<file path="config.mk">
export PLATFORM = sky130hd
export DESIGN_NAME = hub75_fetchshift
export DESIGN_NICKNAME = d
export VERILOG_FILES = /design/src/rtl/hub75_fetchshift.sv
export SDC_FILE = /design/constraint.sdc
export NUM_CORES = 1
export LEC_CHECK = 0
export BUFFER_PORTS_ARGS = -buffer_cell sky130_fd_sc_hd__buf_4
export CORE_MARGIN = 10
export CORE_UTILIZATION = 30
export CTS_CLUSTER_SIZE = 25
export DETAILED_ROUTE_END_ITERATION = 10
export GPL_TIMING_DRIVEN = 0
export PLACE_DENSITY_LB_ADDON = 0.15
export SLEW_MARGIN = 5
export SYNTH_ARGS = -nofsm -noshare
export SYNTH_HDL_FRONTEND = slang
export SYNTH_SLANG_ARGS = --single-unit
</file>
<file path="constraint.sdc">
create_clock -name sys_clk -period 3.8 [get_ports sys_clk]
set_input_delay 0.76 -clock sys_clk [delete_from_list [all_inputs] [get_ports sys_clk]]
set_output_delay 0.76 -clock sys_clk [all_outputs]
set_load 0.01 [all_outputs]
</file>
<file path="src/rtl/hub75_fetchshift.sv">
// hub75_fetchshift: fetches one scan row per start pulse and shifts the selected bit plane
// into the HUB75 column drivers, paced by display_clk.
module hub75_fetchshift #(
    parameter int ROWS   = 64,
    parameter int COLS   = 64,
    parameter int ADDR_W = 12
) (
    input  logic              sys_clk,
    input  logic              rst_n,
    input  logic              display_clk,
    input  logic              fetchshift_start,
    input  logic              seq_rst,
    output logic              fetchshift_busy,
    output logic [ADDR_W-1:0] rd_addr,
    input  logic [47:0]       rd_data,
    output logic              r0,
    output logic              g0,
    output logic              b0,
    output logic              r1,
    output logic              g1,
    output logic              b1,
    output logic              sclk
);
    localparam int RW = ROWS > 1 ? $clog2(ROWS) : 1;
    localparam int CW = COLS > 1 ? $clog2(COLS) : 1;

    typedef enum logic [2:0] {IDLE, ADDR, WAIT, CLK_LO, CLK_HI, DONE} state_t;

    state_t            state, state_nxt;
    logic [RW-1:0]     row, row_use;
    logic [CW-1:0]     col, col_nxt;
    logic [2:0]        plane;
    logic              pending;
    logic [ADDR_W-1:0] addr_nxt;
    logic              last_col, last_row;

    assign last_col = col == CW'(COLS - 1);
    assign last_row = row == RW'(ROWS - 1);

    always_ff @(posedge sys_clk or negedge rst_n) begin
        if (!rst_n) begin
            state           <= IDLE;
            fetchshift_busy <= 1'b0;
            sclk            <= 1'b0;
            rd_addr         <= '0;
            col             <= '0;
        end else begin
            state           <= state_nxt;
            fetchshift_busy <= state_nxt != IDLE;
            sclk            <= state_nxt == CLK_HI;
            rd_addr         <= addr_nxt;
            col             <= col_nxt;
        end
    end

    always_comb begin
        state_nxt = state;
        case (state)
            IDLE:    state_nxt = fetchshift_start ? ADDR : IDLE;
            ADDR:    state_nxt = WAIT;
            WAIT:    state_nxt = CLK_LO;
            CLK_LO:  state_nxt = display_clk ? CLK_HI : CLK_LO;
            CLK_HI:  state_nxt = !display_clk ? CLK_HI : last_col ? DONE : ADDR;
            DONE:    state_nxt = IDLE;
            default: state_nxt = IDLE;
        endcase
    end

    // A seq_rst arriving with start in IDLE must already steer the first address to row 0.
    always_comb begin
        col_nxt  = state == IDLE ? '0 : (state == CLK_HI && display_clk && !last_col) ? col + 1'b1 : col;
        row_use  = (state == IDLE && seq_rst) ? '0 : row;
        addr_nxt = state_nxt == ADDR ? ADDR_W'(row_use) * ADDR_W'(COLS) + ADDR_W'(col_nxt) : rd_addr;
    end

    always_ff @(posedge sys_clk or negedge rst_n) begin
        if (!rst_n) begin
            row     <= '0;
            plane   <= '0;
            pending <= 1'b0;
        end else if (state == IDLE && seq_rst) begin
            row   <= '0;
            plane <= '0;
        end else if (state == DONE) begin
            pending <= 1'b0;
            if (pending || seq_rst) begin
                row   <= '0;
                plane <= '0;
            end else begin
                plane <= plane + 3'd1;
                if (plane == 3'd7) row <= last_row ? '0 : row + 1'b1;
            end
        end else if (seq_rst && state != IDLE) begin
            pending <= 1'b1;
        end
    end

    always_ff @(posedge sys_clk or negedge rst_n) begin
        if (!rst_n) begin
            {b1, g1, r1, b0, g0, r0} <= '0;
        end else if (state == WAIT) begin
            r0 <= rd_data[{3'd0, plane}];
            g0 <= rd_data[{3'd1, plane}];
            b0 <= rd_data[{3'd2, plane}];
            r1 <= rd_data[{3'd3, plane}];
            g1 <= rd_data[{3'd4, plane}];
            b1 <= rd_data[{3'd5, plane}];
        end
    end
endmodule

</file>
* Word level (Yosys, flattened, before mapping)
Index checks and enable logic that the tools add are counted. Widths: inputs -> output; s select.
Word-level totals: register bits after elaboration 39, latch bits 0, memory bits (writable) 0, memory bits (read-only) 0, input port bits 53, output and inout bits 20, word-level logic and storage cells 79, memories kept 0
Operators by class: add/subtract/negate cells 4, multipliers 0, divide/modulo/power cells 0, order comparisons 6, eq/ne operators 10, shift-type cells 0, multiplexer cells 30, bitwise gates (word level) 1, reductions and logical operators 14
Operators by type and width (count):
- $mux 6 | 8
- $bmux 1 s3 | 6
- $mux 3 | 6
- $pmux 3 s5 | 1
- $lt 5x7->1 const B | 2
- $lt 6x7->1 const B | 2
- $add 12x6->12 | 1
- $add 6x1->6 const B | 2
- $eq 3x3->1 const B | 4
- $eq 6x6->1 const B | 2
- $mux 1 | 9
- $reduce_bool 3->1 | 3
- $lt 3x7->1 const B | 1
- $lt 4x7->1 const B | 1
- $eq 3x1->1 const B | 2
- $eq 3x2->1 const B | 2
- $logic_and 1x1->1 | 4
- $reduce_and 2->1 | 2
- $reduce_bool 2->1 | 2
- $add 3x1->3 const B | 1
- $logic_not 3->1 | 1
- $logic_not 1->1 | 1
- $logic_or 1x1->1 | 1
- $not 1->1 | 1

* Depth between registers and ports, before layout
depth in word-level cells 6, mapped depth 7, depth with buffers taken out 6

* Worst setup path after synthesis
Ideal clock, no wire load.
path kind input to register, start point in fetchshift_start, end point reg rd_addr[10], setup time 121 ps, arrival 1811 ps, data required time 3679 ps, setup slack 1868 ps, stages on the path 5, path buffers 2, cell sequence or4b_1 clkbuf_2 and2_1 buf_6 a22o_1
Between the ends: cells in the longest elaborated chain, start to end 3
Ends and longest elaborated chain:
- start, declared | RTL line 11 | input logic fetchshift_start,
- $mux 1 | RTL line 59 | IDLE: state_nxt = fetchshift_start ? ADDR : IDLE;
- $pmux 3 s5 | RTL line 58 | case (state)
- $eq 3x1->1 | RTL line 73 | addr_nxt = state_nxt == ADDR ? ADDR_W'(row_use) * ADDR_W'(COLS) + ADDR_W'(col_nxt) : rd_addr;
- end signal, assigned | RTL line 51 | rd_addr <= addr_nxt;
- end, declared | RTL line 14 | output logic [ADDR_W-1:0] rd_addr,
Every way passes these cells. A chain may end at the register's enable or synchronous reset.

* Worst setup path after layout
start point reg col[0], end point reg rd_addr[8]
Between the ends: cells in the longest elaborated chain, start to end 6, elaborated cells on any way between the ends 11, classes of those cells add/sub: 2; eq/ne: 2; mux: 5; reduce/logical: 2
Ends and longest elaborated chain:
- start, declared | RTL line 31 | logic [CW-1:0] col, col_nxt;
- start signal, assigned | RTL line 52 | col <= col_nxt;
- parallel branches: the longest is 6 deep, another holds $add 12x6->12
Several ways; the timed one is not identified.

==> impl_metrics.py <==
metrics = {
    "timing": {
        "slew_headroom": 0.5912,
        "tns_ns": 0,
        "drv_slew": 0,
        "setup_viol": 0,
        "final_min_period_over_clock_period": 0.5038,
        "tightest_slew_ns": 0.6133,
        "finClkSkew_ns": 0.003859,
        "layout_setup_ws_ns": 1.885,
        "rsz0062_at_grt": "no",
        "max_freq_mhz": 522.3,
        "fin_crit_ns": 1.915,
        "finalHoldViolations": 0,
    },
    "final_layout": {
        "area_delta_synth_final_pct": 37.25,
        "drive_gt1_frac": 0.3810,
        "register_area_sq_um": 975.9,
        "layout.nets": 329,
        "nFillCells": 684,
        "multi_input_comb_area_sq_um": 1090,
        "num_antenna_cells": 0,
        "final_cell_mix": "buf_4, dfrtp_1, nand3_1",
        "layout_commonest_cell": "buf_4",
    },
    "cts": {
        "post_cts_buffers": 0,
        "ctsResizeCount": 0,
        "cts_max_path_buffers": 2,
        "cts_tree": "done",
        "clk_pin_slew_ns": 0.08,
        "clk_latency_ns": 0.29,
        "cts_buffers": 5,
        "clockRootBuffer": "clkbuf_8",
        "holdBufCountCts": 0,
        "htreeDepth": 2,
        "cts_num_sinks": 39,
    },
    "synthesis": {
        "synth.avg_cell_area_sq_um": 11.09,
        "synth_edf_count": 0,
        "ys_types": 44,
        "postSynthCellCount": 193,
        "async_reset_ff_frac": 1.000,
        "synth_area_sq_um": 2140,
        "ys_seq_elements": 39,
        "synth_nets": 250,
        "yosysWarnings": 0,
        "yosysSeqAreaShare": 0.4561,
        "synth_flop_cell": "dfrtp_1",
    },
    "power": {
        "ir_drop_uv": 179.0,
        "totalPowerFinal_mw": 1.536,
        "pwr_density_cell_nw_per_um2": 523.0,
        "power.leakage_nw": 1.300,
    },
    "floorplanning": {
        "dieArea_sq_um": 10910,
        "coreArea_sq_um": 6869,
        "start_util": 0.3115,
        "die_h_um": 104.5,
        "die_w_um": 104.5,
        "io_pins": 73,
        "rows": 30,
    },
    "detailed_routing": {
        "postRouteAntennaNets": 0,
        "drc": 0,
        "drt_iter0_drc": 45,
        "wl_met1_um": 2302,
        "met3_length_um": 607,
        "dr.max_layer_used": "met4",
        "wl_um": 5363,
        "firstDrtPassIters": 4,
        "num_vias": 1755,
        "met2_length_um": 2392,
        "wl_per_cell_um": 14.53,
        "via_per_inst": 4.756,
    },
    "critical_path": {
        "critPathMaxStageDelay_ns": 0.43,
        "critical_path_required_ns": 3.98,
        "crit_path_end_kind": "flip-flop",
        "start_kind": "flip-flop",
        "worst-path-max-fanout": 10,
        "path_buf_inv": 0,
        "critPathArrivalTime_ns": 2.10,
        "cp_slowest_cell": "dfrtp_1",
        "critPathKind": "reg -> reg",
        "crit_family": "compound AO/OA/AOI/OAI gates",
        "crit_chain": "ha_1 > nand3_1 > o21ai_2 > o21ai_1 > a22o_1",
    },
    "global_routing": {
        "grt_max_degree": 40,
        "grt_pass1_vias": 1912,
        "grt.total_usage": 0.09945,
        "overflow": 0,
        "grt_pass1_wl_um": 8997,
        "antenna_found_initial": 0,
    },
    "outcome": {
        "status": "completed",
    },
    "placed_design": {
        "routabilityCongestion": 0.7288,
        "post-place-ws_ns": 1.687,
        "portBuffers": 72,
        "dp.final_hpwl_um": 4227,
    },
    "job": {
        "maxCapViolations": 0,
    },
    "worst_hold_path": {
        "min_path_type": "in -> async",
    },
}
-- power by group --
group          total [mW]  switching (mW)  internal [mW]
registers           0.594          0.0781          0.516
logic               0.527           0.265          0.262
clock network       0.414           0.153          0.262
-- path summary, 6_finish.rpt --
path | slack (ns) | depth (start not counted) | endpoint | startpoint
hold / removal | 0.43 | 1 | rd_addr[4]$_DFFE_PN0N_ | rst_n
hold reg to reg | 0.50 | 1 | rd_addr[0]$_DFFE_PN0N_ | rd_addr[0]$_DFFE_PN0N_
setup / recovery | 1.89 | 5 | rd_addr[8]$_DFFE_PN0N_ | col[0]$_DFF_PN0_
min in group sys_clk | 0.50 | 1 | rd_addr[0]$_DFFE_PN0N_ | rd_addr[0]$_DFFE_PN0N_
max in group asynchronous | 3.04 | 1 | g0$_DFFE_PN0P_ | rst_n
setup reg to reg | 1.89 | 5 | rd_addr[8]$_DFFE_PN0N_ | col[0]$_DFF_PN0_
-- kinds of logic (layout without fill, tap and decap cells) --
family / after synthesis / count (layout) / share of synthesized area
xor+xnor: 4 / 4 / 0.01638
buf+inv: 15 / 95 / 0.03450
fa+ha+maj: 4 / 4 / 0.02339
simple gates: 61 / 61 / 0.1491
flops: 39 / 39 / 0.4561
mux: 21 / 21 / 0.1690
compound gates: 49 / 49 / 0.1515
-- cell type report --
class	count	share of cell area
clock buffers	5	0.02343
well taps	96	0.04090
multi-input cells	139	0.3711
flip-flops and latches	39	0.3323
plain buffers	12	0.02130
inverters	3	0.003835
clock inverters	3	0.02301
repair buffers	72	0.1841
-- Yosys cell counts, types with 3 or more instances --
| master | instances | area, sq um |
|---|---|---|
| a21oi_1 | 11 | 55.05 |
| a22o_1 | 8 | 70.07 |
| and3_1 | 3 | 18.77 |
| buf_2 | 3 | 15.01 |
| clkbuf_1 | 4 | 15.01 |
| dfrtp_1 | 39 | 975.9 |
| ha_1 | 4 | 50.05 |
| inv_1 | 3 | 11.26 |
| mux2i_1 | 8 | 80.08 |
| mux4_2 | 12 | 270.3 |
| nand2_1 | 11 | 41.29 |
| nand2b_1 | 3 | 18.77 |
| nand3_1 | 15 | 75.07 |
| nor2_1 | 14 | 52.55 |
| o211ai_1 | 3 | 22.52 |
| o21ai_0 | 10 | 50.05 |
| o22ai_1 | 3 | 18.77 |
| o31ai_1 | 4 | 30.03 |
| xor2_1 | 3 | 26.28 |
-- sequential cells by signal (all words and copies together) (netlist names) --
signal / count
rd_addr: 12
col: 6
row: 6
plane: 3
state: 3
b0: 1
b1: 1
fetchshift_busy: 1
g0: 1
g1: 1
pending: 1
r0: 1
r1: 1
sclk: 1
-- metrics by stage --
step	util	hold WS, ns	cell area (sq um)	cells
floorplan	-	0.4644	2140	193
global placement	0.4077	0.4854	2800	361
detailed placement	0.4077	0.4816	2800	361
CTS	0.4275	0.4433	2937	369
global route	0.4275	0.4601	2937	369
finish	0.4275	0.4276	2937	369
-- routing by layer --
| layer | vias up | GRT usage |
|---|---|---|
| met1 | 804 | 0.1110 |
| li1 | 884 | - |
| met4 | 0 | 0.03877 |
| met3 | 4 | 0.05762 |
| met5 | - | 0 |
| met2 | 63 | 0.1522 |
Note: power is estimated with default switching activity, not from simulation.
